### src/rtl/serial_subtractor.sv
// Bit-serial two's-complement subtractor: diff = a - b, LSB first, one full-subtractor step per clock.
// Optional signed-overflow output o_ovf is built only when OVERFLOW_EN is defined.
module serial_subtractor #(
  parameter int WIDTH = 8
) (
  input  logic             clk,
  input  logic             rst,
  input  logic             i_start,
  input  logic [WIDTH-1:0] i_a_in,
  input  logic [WIDTH-1:0] i_b_in,
  output logic             o_busy,
  output logic             o_done,
  output logic [WIDTH-1:0] o_diff,
`ifdef OVERFLOW_EN
  output logic             o_ovf,
`endif
  output logic             o_borrow_out
);

  localparam int CW = $clog2(WIDTH);
  localparam logic [1:0] S_IDLE = 2'd0;
  localparam logic [1:0] S_RUN  = 2'd1;
  localparam logic [1:0] S_DONE = 2'd2;
  localparam logic [CW-1:0] LAST_BIT = CW'(WIDTH - 1);

  logic [1:0]       r_state;
  logic [CW-1:0]    r_cnt;
  logic [WIDTH-1:0] r_a;
  logic [WIDTH-1:0] r_b;
  logic [WIDTH-2:0] r_res;
  logic             r_bw;
  logic [WIDTH-1:0] r_diff;
  logic             r_borrow;

  logic             w_a_bit;
  logic             w_b_bit;
  logic             w_d;
  logic             w_bw_next;
  logic             w_last;
  logic [WIDTH-1:0] w_res_next;

  assign w_a_bit    = r_a[0];
  assign w_b_bit    = r_b[0];
  assign w_d        = w_a_bit ^ w_b_bit ^ r_bw;
  assign w_bw_next  = (~w_a_bit & w_b_bit) | (~(w_a_bit ^ w_b_bit) & r_bw);
  assign w_last     = (r_cnt == LAST_BIT);
  assign w_res_next = {w_d, r_res};

  assign o_busy       = (r_state == S_RUN);
  assign o_done       = (r_state == S_DONE);
  assign o_diff       = r_diff;
  assign o_borrow_out = r_borrow;

`ifdef OVERFLOW_EN
  logic r_ovf;
  assign o_ovf = r_ovf;

  // On the last step the operand LSBs are the original sign bits and w_d is the result sign.
  always_ff @(posedge clk or posedge rst) begin
    if (rst) begin
      r_ovf <= 1'b0;
    end else if (r_state == S_RUN && w_last) begin
      r_ovf <= (w_a_bit != w_b_bit) & (w_d != w_a_bit);
    end
  end
`endif

  always_ff @(posedge clk or posedge rst) begin
    if (rst) begin
      r_state  <= S_IDLE;
      r_cnt    <= '0;
      r_a      <= '0;
      r_b      <= '0;
      r_res    <= '0;
      r_bw     <= 1'b0;
      r_diff   <= '0;
      r_borrow <= 1'b0;
    end else begin
      case (r_state)
        S_IDLE: begin
          if (i_start) begin
            r_a     <= i_a_in;
            r_b     <= i_b_in;
            r_bw    <= 1'b0;
            r_cnt   <= '0;
            r_state <= S_RUN;
          end
        end
        S_RUN: begin
          r_a   <= r_a >> 1;
          r_b   <= r_b >> 1;
          r_res <= w_res_next[WIDTH-1:1];
          r_bw  <= w_bw_next;
          // Counter parks at its terminal value; the next accepted start clears it.
          if (w_last) begin
            r_diff   <= w_res_next;
            r_borrow <= w_bw_next;
            r_state  <= S_DONE;
          end else begin
            r_cnt <= r_cnt + 1'b1;
          end
        end
        S_DONE: begin
          r_state <= S_IDLE;
        end
        default: begin
          r_state <= S_IDLE;
        end
      endcase
    end
  end

endmodule

### config.mk
export PLATFORM = sky130hd
export DESIGN_NAME = serial_subtractor
export DESIGN_NICKNAME = d
export VERILOG_FILES = /design/src/rtl/serial_subtractor.sv
export SDC_FILE = /design/constraint.sdc
export NUM_CORES = 1
export LEC_CHECK = 0
export BUFFER_PORTS_ARGS = -buffer_cell sky130_fd_sc_hd__buf_2
export CORE_MARGIN = 2
export CORE_UTILIZATION = 35
export CTS_CLUSTER_DIAMETER = 50
export DETAILED_ROUTE_END_ITERATION = 10
export HOLD_SLACK_MARGIN = 0.02
export SLEW_MARGIN = 15
export SYNTH_ARGS = -nofsm -noshare
export SYNTH_HDL_FRONTEND = slang
export SYNTH_SLANG_ARGS = --single-unit
### constraint.sdc
create_clock -name clk -period 1.7 [get_ports clk]
set_input_delay 0.085 -clock clk [delete_from_list [all_inputs] [get_ports clk]]
set_output_delay 0.085 -clock clk [all_outputs]
set_load 0.05 [all_outputs]
==> results of run 1 <==
per-stage QoR:
step                      cell area (µm²)  std cells  setup WS [ns]  utilization, %  hold slack (ns)
after floorplan                      2000        149          0.165               -            0.218
after global placement               2220        245          0.147            40.4            0.218
after detailed placement             2220        245         0.0771            40.4            0.226
after CTS                            2360        256         0.0634            42.9            0.123
after global routing                 2370        256        0.00262            43.0            0.127
final                                2370        256         0.0733            43.0            0.129
layout make-up:
type,count,area [µm²],area share (%)
well taps,72,90.1,3.81
multi-input cells,80,887,37.5
inverters,19,71.3,3.01
repair buffers,39,253,10.7
clock buffers,8,110,4.65
flip-flops and latches,38,955,40.3
power by group:
group	internal (mW)	switching (mW)	total [mW]
registers	1.35	0.305	1.65
clock network	0.409	0.296	0.706
logic	0.897	1.17	2.07
total	2.66	1.77	4.43
synth_stat cells (all sizes together):
cell / count / area share, %
a211o: 3 / 1.3
a21oi: 1 / 0.25
a221oi: 14 / 11
a22o: 2 / 0.88
and3: 3 / 0.94
buf: 10 / 4.2
clkbuf: 2 / 0.38
dfrtp: 38 / 48
fa: 1 / 1.0
ha: 2 / 1.3
inv: 19 / 3.6
mux2: 15 / 10
mux2i: 1 / 0.50
nand2b: 3 / 1.1
nand3b: 1 / 0.38
nor2: 13 / 2.4
nor2b: 1 / 0.31
nor3b: 1 / 0.63
nor4b: 15 / 11
nor4bb: 2 / 1.0
o21bai: 1 / 0.38
o2bb2ai: 1 / 0.44
kinds of logic (layout without fill, tap and decap cells):
family                     after synthesis  count (layout)
adders and majority gates                3               3
buffers and inverters                   31              66
muxes                                   16              16
AOI/OAI and AO/OA                       22              22
DFF                                     38              38
and+or+nand+nor                         39              39
flip-flops by register name, indices dropped and copies added (netlist names):
name	count
r_state	2
r_bw	1
o_borrow_out	1
r_cnt	3
o_diff	8
r_res	7
r_b	8
r_a	8
worst reg2reg max path, stage by stage (launching register included):
cell,delay [ns]
dfrtp_1,0.41
ha_1,0.21
ha_1,0.27
nand3b_1,0.17
buf_12,0.16
mux2_4,0.30
worst max-delay path by stage:
| stage | start | end | slack (ns) | depth (start not counted) |
|---|---|---|---|---|
| after floorplan | r_state[1] | o_done | 0.17 | 3 |
| after global placement | r_cnt[0] | o_diff[0] | 0.15 | 5 |
| after detailed placement | r_cnt[0] | o_diff[0] | 0.08 | 5 |
| after CTS | r_state[0] | o_busy | 0.06 | 3 |
| after global routing | r_cnt[0] | o_diff[0] | 0.003 | 5 |
| final | r_cnt[0] | o_diff[5] | 0.07 | 5 |
routing by layer:
layer | track usage, % | share of wire [%] | vias to the layer above
li1 | - | - | 603
met1 | 15.1 | 46 | 633
met2 | 20.8 | 48 | 28
met3 | 3.62 | 4.8 | 5
met4 | 4.83 | 0.92 | 0
met5 | 0 | 0 | -
what timing repair did:
item / CTS / global route
endpoints found under the setup margin: 0 / 1
hold buffers: 3 / 0
resized for setup: 0 / 1
buffers inserted: 0 / 0
hold endpoints to repair: 40 / 0
layout by cell type (no fill, tap or decap), types with 3 or more instances in the layout:
cell / count
dfrtp_1: 37
buf_4: 5
clkbuf_8: 8
buf_2: 29
mux2_1: 7
nor4b_2: 14
mux2_4: 8
nor2_1: 13
a221oi_2: 14
and3_1: 3
inv_1: 17
dlygate4sd3_1: 3
a211o_1: 3
==> impl_metrics.env, run 1 <==
export IMPL_path_clk_slew_ns=0.07
export IMPL_fin_worst_skew_ns=0.00260
export IMPL_synthCells=149
export IMPL_io_buffer_count=29
export IMPL_critPathMaxFanout=10
export IMPL_rr_endpoint="o_diff[5]"
export IMPL_finalPower_mw=4.43
export IMPL_clockRootBuffer="clkbuf_8"
export IMPL_postRouteAntennaNets=0
export IMPL_crit_path_frequent_cell="ha_1"
export IMPL_drive_above_1_share_pct=46.7
export IMPL_cp_slowest_cell="dfrtp_1"
export IMPL_n_antenna_cell=0
export IMPL_clock_path_buffers=2
export IMPL_htree_levels=2
export IMPL_worst_pin_slew_ns=0.475
export IMPL_whs_path_depth=3
export IMPL_syn_area_per_cell_um2=13.4
export IMPL_grt_total_usage_pct=12.4
export IMPL_yosysSeqAreaShare_pct=47.6
export IMPL_post_drt_wl_per_cell_um=13.6
export IMPL_gp_congestion=0.712
export IMPL_die_y_um=79.5
export IMPL_grt_pass1_wl_mm=6.21
export IMPL_synthAdderAreaFrac_pct=2.26
export IMPL_hold_end="r_a[5]"
export IMPL_synth_warning_count=0
export IMPL_hpwl_mm=2.41
export IMPL_reg2reg_from="r_cnt[0]"
export IMPL_grt_ovfl_total=0
export IMPL_path_delay_family="adder cells"
export IMPL_tns_ns=0
export IMPL_setup_viol=0
export IMPL_cts_made_buffers=5
export IMPL_yosys_area_share_xor_xnor_pct=0
export IMPL_clk_latency_ns=0.28
export IMPL_grt_setup_unrepaired="no"
export IMPL_synth_mux_area_share_pct=10.5
export IMPL_die_x_um=79.5
export IMPL_io_pins=30
export IMPL_clock_fmax_mhz=615
export IMPL_p_leak_nw=1.11
export IMPL_start_kind="register"
export IMPL_core_area_um2=5510
export IMPL_synth_seq_cells=38
export IMPL_r2r_cells=5
export IMPL_synthSimpleGateAreaFrac_pct=17.7
export IMPL_synth_top_family_by_area="simple AND/OR/NAND/NOR gates"
export IMPL_pwr_density_cell_nw_per_um2=1870
export IMPL_hold_violations=0
export IMPL_num_rows=27
export IMPL_slew_viol_final=0
export IMPL_route_detailed_drc=0
export IMPL_antenna_found_initial=0
export IMPL_num_vias=1269
export IMPL_status="complete, no violations"
export IMPL_syn_num_nets=171
export IMPL_critPathCaptureType="register"
export IMPL_dieArea_um2=6330
export IMPL_fin_crit_sh_pct=95.7
export IMPL_slew_headroom_pct=68.3
export IMPL_cap_violations=0
export IMPL_ff2ff_setup_slack_ns=0.07
export IMPL_path_buf_inv=1
export IMPL_syn2layout_area_growth_pct=18.5
export IMPL_grt_pass1_vias=1349
export IMPL_routed_wl_mm=3.49
export IMPL_grt_start_max_net_pins=39
export IMPL_cp_arrival_ns=1.79
export IMPL_drtPass1Iterations=3
export IMPL_netlist_area_um2=2000
export IMPL_vdd_drop_max_mv=0.868
export IMPL_start_util_pct=36.3
export IMPL_required_ns=1.87
export IMPL_n_fill_cell=517
export IMPL_hold_path_startpoint="i_a_in[5]"
export IMPL_yosysUniqueCellTypes=28
export IMPL_cts_sinks=38
export IMPL_initialDrtViolationCount=45
export IMPL_cts_tree="done"
export IMPL_path_cells="ha_1, ha_1, nand3b_1, buf_12, mux2_4"
export IMPL_layout_nets=205
export IMPL_vias_per_cell=4.96
export IMPL_cpPeakStageDelay_ns=0.41
export IMPL_worstHoldPathType="in -> reg"
export IMPL_critPathKind="reg -> reg"
export IMPL_synth_compound_area_share_pct=13.8
export IMPL_layout_min_cycle_time_ns=1.63
No activity file was read; power rests on OpenSTA's default activity.
==> run 2: changes to the inputs <==
==> constraint.sdc (replaced) <==
create_clock -name clk -period 1.7 [get_ports clk]
set_input_delay 0.34 -clock clk [delete_from_list [all_inputs] [get_ports clk]]
set_output_delay 0.34 -clock clk [all_outputs]
set_load 0.05 [all_outputs]
==> run 2 against run 1 <==
  * Setup slack gained 0.0049 ns
  * Critical path depth stayed put
  * Cell count up 0.39%
  * Largest power group unchanged
  * Core utilization decreased by 0.25 points
==> impl_metrics.env, run 2 (synthesized netlist as in run 1, its figures left out) <==
export IMPL_hpwl_mm=2.52
export IMPL_clock_fmax_mhz=617
export IMPL_vdd_drop_max_mv=0.882
export IMPL_grt_pass1_vias=1340
export IMPL_gp_congestion=0.736
export IMPL_initialDrtViolationCount=26
export IMPL_start_kind="register"
export IMPL_tns_ns=0
export IMPL_n_fill_cell=513
export IMPL_die_x_um=79.5
export IMPL_die_y_um=79.5
export IMPL_hold_violations=0
export IMPL_placed_cells=247
export IMPL_vias_per_cell=4.98
export IMPL_cts_sinks=38
export IMPL_timing_hold_ws_ns=0.157
export IMPL_io_pins=30
export IMPL_core_area_um2=5510
export IMPL_met1_usage_pct=16.7
export IMPL_syn2layout_area_growth_pct=17.8
export IMPL_mostFrequentLayoutCells="dfrtp_1 (37), buf_2 (28), inv_1 (17)"
export IMPL_post_drt_wl_per_cell_um=14.0
export IMPL_cts_made_buffers=5
export IMPL_grtUsageMet3_pct=3.96
export IMPL_worst_pin_slew_ns=0.477
export IMPL_grt_start_max_net_pins=39
export IMPL_setup_slack_ns=0.0781
export IMPL_cts_tree="done"
export IMPL_critPathKind="reg -> reg"
export IMPL_worstHoldPathType="in -> async"
export IMPL_p_leak_nw=1.11
export IMPL_fin_crit_sh_pct=95.4
export IMPL_clock_path_buffers=2
export IMPL_n_antenna_cell=0
export IMPL_clockRootBuffer="clkbuf_8"
export IMPL_critPathCaptureType="register"
export IMPL_post_dp_cell_area_um2=2230
export IMPL_grt_setup_unrepaired="no"
export IMPL_slew_viol_final=0
export IMPL_route_detailed_drc=0
export IMPL_num_vias=1280
export IMPL_dieArea_um2=6330
export IMPL_fin_worst_skew_ns=0.00881
export IMPL_top_usage_layer="met2"
export IMPL_postRouteAntennaNets=0
export IMPL_layout_cells_non_filler=257
export IMPL_drive_above_1_share_pct=49.2
export IMPL_layout_commonest_cell="dfrtp_1"
export IMPL_path_cells="ha_1, ha_1, nand3b_1, buf_12, mux2_4"
export IMPL_routed_wl_mm=3.59
export IMPL_cp_arrival_ns=1.80
export IMPL_critPathMaxFanout=10
export IMPL_start_util_pct=36.3
export IMPL_clk_latency_ns=0.29
export IMPL_post_route_util_pct=42.7
export IMPL_status="complete, no violations"
export IMPL_cap_violations=0
export IMPL_path_clk_slew_ns=0.07
export IMPL_setup_viol=0
export IMPL_pwr_density_cell_nw_per_um2=1880
export IMPL_finalInstanceArea_um2=2350
export IMPL_crit_path_frequent_cell="ha_1"
export IMPL_grt_total_usage_pct=12.7
export IMPL_layout_nets=206
export IMPL_finalPower_mw=4.43
export IMPL_grt_pass1_wl_mm=6.25
export IMPL_grtUsageMet2_pct=20.0
export IMPL_slew_headroom_pct=68.2
export IMPL_layout_min_cycle_time_ns=1.62
export IMPL_io_buffer_count=29
export IMPL_drtPass1Iterations=4
export IMPL_grt_ovfl_total=0
export IMPL_cp_slowest_cell="dfrtp_1"
export IMPL_htree_levels=2
export IMPL_pre_cts_slack_ns=0.0801
export IMPL_num_rows=27
export IMPL_antenna_found_initial=0
export IMPL_required_ns=1.87
export IMPL_cpPeakStageDelay_ns=0.42
==> run 2: final cells by class <==
class | count | area, µm² | area share (%)
clock buffer | 6 | 82.6 | 3.51
clock inverter | 2 | 12.5 | 0.532
multi-input combinational | 80 | 895 | 38.0
timing repair buffer | 40 | 246 | 10.5
sequential | 38 | 952 | 40.5
inverter | 19 | 73.8 | 3.14
tap | 72 | 90.1 | 3.83
==> run 2: where the power goes <==
group	total, mW	internal (mW)	switching [mW]
clock network	0.643	0.326	0.317
logic	2.19	0.936	1.26
registers	1.59	1.34	0.250
total	4.43	2.61	1.82
==> run 2: path summary, 6_finish.rpt <==
kind / cells after the start / start / endpoint / slack, ns
max: 5 / r_cnt[0] / o_diff[2] / 0.08
min: 3 / rst / o_diff[0] / 0.16
max reg2reg: 5 / r_cnt[0] / o_diff[2] / 0.08
min reg2reg: 1 / r_res[0] / r_res[0] / 0.50
max in group asynchronous: 3 / rst / r_state[0] / 1.18
min in group clk: 2 / i_a_in[7] / r_a[7] / 0.28
==> run 2: timing repair <==
action | 4_1_cts | 5_1_grt
pin swaps | 0 | 0
gates resized for setup | 2 | 2
endpoints found under the setup margin | 1 | 1
hold buffers | 0 | 0
buffers inserted | 2 | 0
==> run 2: layer usage <==
layer / up-vias / wire [µm]
li1: 605 / -
met1: 634 / 1690
met2: 38 / 1670
met3: 3 / 209
met4: 0 / 21
met5: - / 0
==> run 2: worst max-delay path, delay by kind of cell, from the launching register on <==
kind / cells / cell delay [ns]
buffers and inverters: 1 / 0.16
muxes: 1 / 0.30
adders and majority gates: 2 / 0.47
DFF: 1 / 0.42
and+or+nand+nor: 1 / 0.16
==> run 3: changes to the inputs <==
--- a/config.mk
+++ b/config.mk
@@ -5,6 +5,7 @@
 export SDC_FILE = /design/constraint.sdc
 export NUM_CORES = 1
 export LEC_CHECK = 0
+export ABC_AREA = 1
 export BUFFER_PORTS_ARGS = -buffer_cell sky130_fd_sc_hd__buf_2
 export CORE_MARGIN = 2
 export CORE_UTILIZATION = 35
==> run 3 against run 2 <==
  * Count of clock-buffer cells in the layout is 1 lower
  * Register-to-register slack improved by 0.24 ns
  * Synthesized area shrank 9.8%
  * Sequential cell count unchanged
  * Critical path type is now reg -> out
  * Clock power up 42%
  * Design area fell by 8.0%
  * Via count rose by 7.6%
  * Clock skew decreased by 0.00052 ns
  * Combinational power decreased by 20%
  * Critical path depth decreased by 2
  * Sequential power is 5% lower
  * Die area is 9.3% lower
  * Critical endpoint is now o_done
==> impl_metrics.env, run 3 <==
export IMPL_status="complete, no violations"
export IMPL_slew_headroom_pct=68.4
export IMPL_hold_violations=0
export IMPL_tns_ns=0
export IMPL_postCtsResizedCells=0
export IMPL_met1_usage_pct=18.4
export IMPL_crit_start="r_state[0]"
export IMPL_switchingPower_mw=1.73
export IMPL_start_util_pct=35.7
export IMPL_slew_viol_final=0
export IMPL_start_kind="register"
export IMPL_core_area_um2=5040
export IMPL_setup_viol=0
export IMPL_die_y_um=75.8
export IMPL_grt_pass1_vias=1390
export IMPL_syn_area_per_cell_um2=8.46
export IMPL_yosysUniqueCellTypes=19
export IMPL_n_antenna_cell=0
export IMPL_mostFrequentLayoutCells="nand2_1 (55), nand3_1 (40), dfrtp_1 (38)"
export IMPL_routed_wl_mm=3.37
export IMPL_grtUsageMet2_pct=21.3
export IMPL_dieArea_um2=5740
export IMPL_worst_pin_slew_ns=0.473
export IMPL_io_pins=30
export IMPL_clock_fmax_mhz=616
export IMPL_htree_levels=2
export IMPL_r2r_cells=6
export IMPL_path_delay_family="flip-flops"
export IMPL_grt_setup_unrepaired="no"
export IMPL_synth_area_leader_cell="dfrtp_1"
export IMPL_io_buffer_count=29
export IMPL_path_buf_inv=2
export IMPL_fin_crit_sh_pct=95.5
export IMPL_hpwl_mm=2.31
export IMPL_clockRootBuffer="clkbuf_8"
export IMPL_grtUsageMet3_pct=5.56
export IMPL_route_detailed_drc=0
export IMPL_cts_setup_buffers=0
export IMPL_path_cells="buf_4, nor2_2, buf_4"
export IMPL_ys_flop_type="dfrtp_1"
export IMPL_postRouteAntennaNets=0
export IMPL_path_clk_slew_ns=0.08
export IMPL_async_reset_ff_share_pct=100
export IMPL_synth_top_area_share_pct=52.8
export IMPL_cpPeakStageDelay_ns=0.46
export IMPL_gp_congestion=0.811
export IMPL_crit_path_frequent_cell="buf_4"
export IMPL_num_vias=1377
export IMPL_drtPass1Iterations=5
export IMPL_synth_common_cells="nand2_1 (55), nand3_1 (40), dfrtp_1 (38)"
export IMPL_post_drt_wl_per_cell_um=10.7
export IMPL_synth_warning_count=0
export IMPL_clock_path_buffers=2
export IMPL_required_ns=1.36
export IMPL_ff2ff_setup_slack_ns=0.32
export IMPL_reg2reg_from="r_cnt[0]"
export IMPL_syn_num_nets=235
export IMPL_finalPower_mw=4.19
export IMPL_pwr_density_cell_nw_per_um2=1930
export IMPL_synth_area_top_cells="dfrtp_1 (53%), nand2_1 (11%), nand3_1 (11%)"
export IMPL_rr_endpoint="o_diff[0]"
export IMPL_vias_per_cell=4.36
export IMPL_critPathCaptureType="output port"
export IMPL_clk_latency_ns=0.29
export IMPL_cap_violations=0
export IMPL_netlist_area_um2=1800
export IMPL_die_x_um=75.8
export IMPL_cts_hold_buf=0
export IMPL_p_clk_share_pct=21.8
export IMPL_initialDrtViolationCount=67
export IMPL_top_usage_layer="met2"
export IMPL_yosysSeqAreaShare_pct=52.8
export IMPL_cts_made_buffers=5
export IMPL_n_fill_cell=509
export IMPL_worstHoldPathType="in -> async"
export IMPL_critPathMaxFanout=12
export IMPL_pre_cts_slack_ns=0.323
export IMPL_layout_commonest_cell="nand2_1"
export IMPL_vdd_drop_max_mv=0.948
export IMPL_num_rows=26
export IMPL_p_int_mw=2.46
export IMPL_critPathKind="reg -> out"
export IMPL_grt_start_max_net_pins=39
export IMPL_antenna_found_initial=0
export IMPL_layout_min_cycle_time_ns=1.62
export IMPL_seqCellArea_um2=951
export IMPL_swShare_pct=41.3
export IMPL_grt_pass1_wl_mm=6.01
export IMPL_power_frac_seq_pct=36.1
export IMPL_synth_most_common_cell="nand2_1"
export IMPL_synthCells=213
export IMPL_cts_tree="done"
export IMPL_grt_ovfl_total=0
export IMPL_cp_slowest_cell="dfrtp_1"
export IMPL_timing_hold_ws_ns=0.147
export IMPL_syn2layout_area_growth_pct=20.1
export IMPL_pwr_share_comb_pct=42.0
export IMPL_setup_slack_ns=0.0760
export IMPL_drive_above_1_share_pct=23.6
export IMPL_synth_edf_count=0
export IMPL_multi_input_area_um2=652
export IMPL_layout_nets=267
export IMPL_synth_seq_cells=38
export IMPL_cts_sinks=38
export IMPL_grt_total_usage_pct=13.9
export IMPL_p_leak_nw=1.17
export IMPL_fin_worst_skew_ns=0.00829
export IMPL_cp_arrival_ns=1.28
[run 3: cell count changes after synthesis, moves of 3 or more]
cell,previous run,this run
inv_1,17,35
buf_6,5,1
nor2_1,13,3
a221oi_2,14,0
nand4_1,0,5
mux2_1,7,0
a211o_1,3,0
mux2_4,8,0
nor4b_2,14,0
nand2_1,0,55
and3_1,3,0
o21ai_0,0,10
nand3_1,0,40
o21ai_2,0,8
[run 3: area by class of cell]
cell class                      instances  area share (%)
Multi-Input combinational cell        128            30.1
Sequential cell                        38            43.9
Clock buffer                            5            3.18
Clock inverter                          3            3.18
Tap cell                               70            4.05
Inverter                               37            6.53
Timing Repair Buffer                   35            9.02
[run 3: logic make-up after synthesis]
family	count (synthesis)	synth area share, %
adder cells (fa/ha/maj)	3	2.50
buffers and inverters	47	11.2
flip-flops	38	52.8
AND/OR/NAND/NOR	107	26.9
AO/OA/AOI/OAI	18	6.67
[run 3: per-stage QoR]
step | util (%) | instances | area (µm²)
global placement | 40.1 | 308 | 2020
global route | 42.9 | 316 | 2160
floorplan | - | 213 | 1800
CTS | 42.8 | 316 | 2160
finish | 42.9 | 316 | 2160
detailed placement | 40.1 | 308 | 2020
[run 3: worst max-delay path by stage]
stage                         to  slack, ns  cells after the start
final                     o_done       0.08                      3
after global routing      o_busy       0.02                      3
after CTS                 o_done     0.0009                      3
after detailed placement  o_done       0.32                      3
after global placement    o_done       0.33                      3
after floorplan           o_done       0.21                      3
[run 3: per-layer routing]
layer / wire length (µm) / vias to the layer above / part of all wire, %
li1: - / 732 / -
met4: 35 / 0 / 1.0
met1: 1750 / 611 / 52
met2: 1440 / 30 / 43
met3: 140 / 4 / 4.2
met5: 0 / - / 0
[run 3: worst min-delay path, cell delays in order]
cell   delay, ns
buf_2       0.09
inv_1       0.04
buf_4       0.41
[run 3: power by group through the flow]
stage | Sequential, mW | Combinational, mW | Clock (mW)
4_1_cts | 1.51 | 1.78 | 0.937
3_3_place_gp | 1.53 | 1.76 | 0
5_1_grt | 1.56 | 2.02 | 0.982
2_1_floorplan | 1.78 | 1.16 | 0
3_5_place_dp | 1.53 | 1.77 | 0
6_report | 1.51 | 1.76 | 0.914
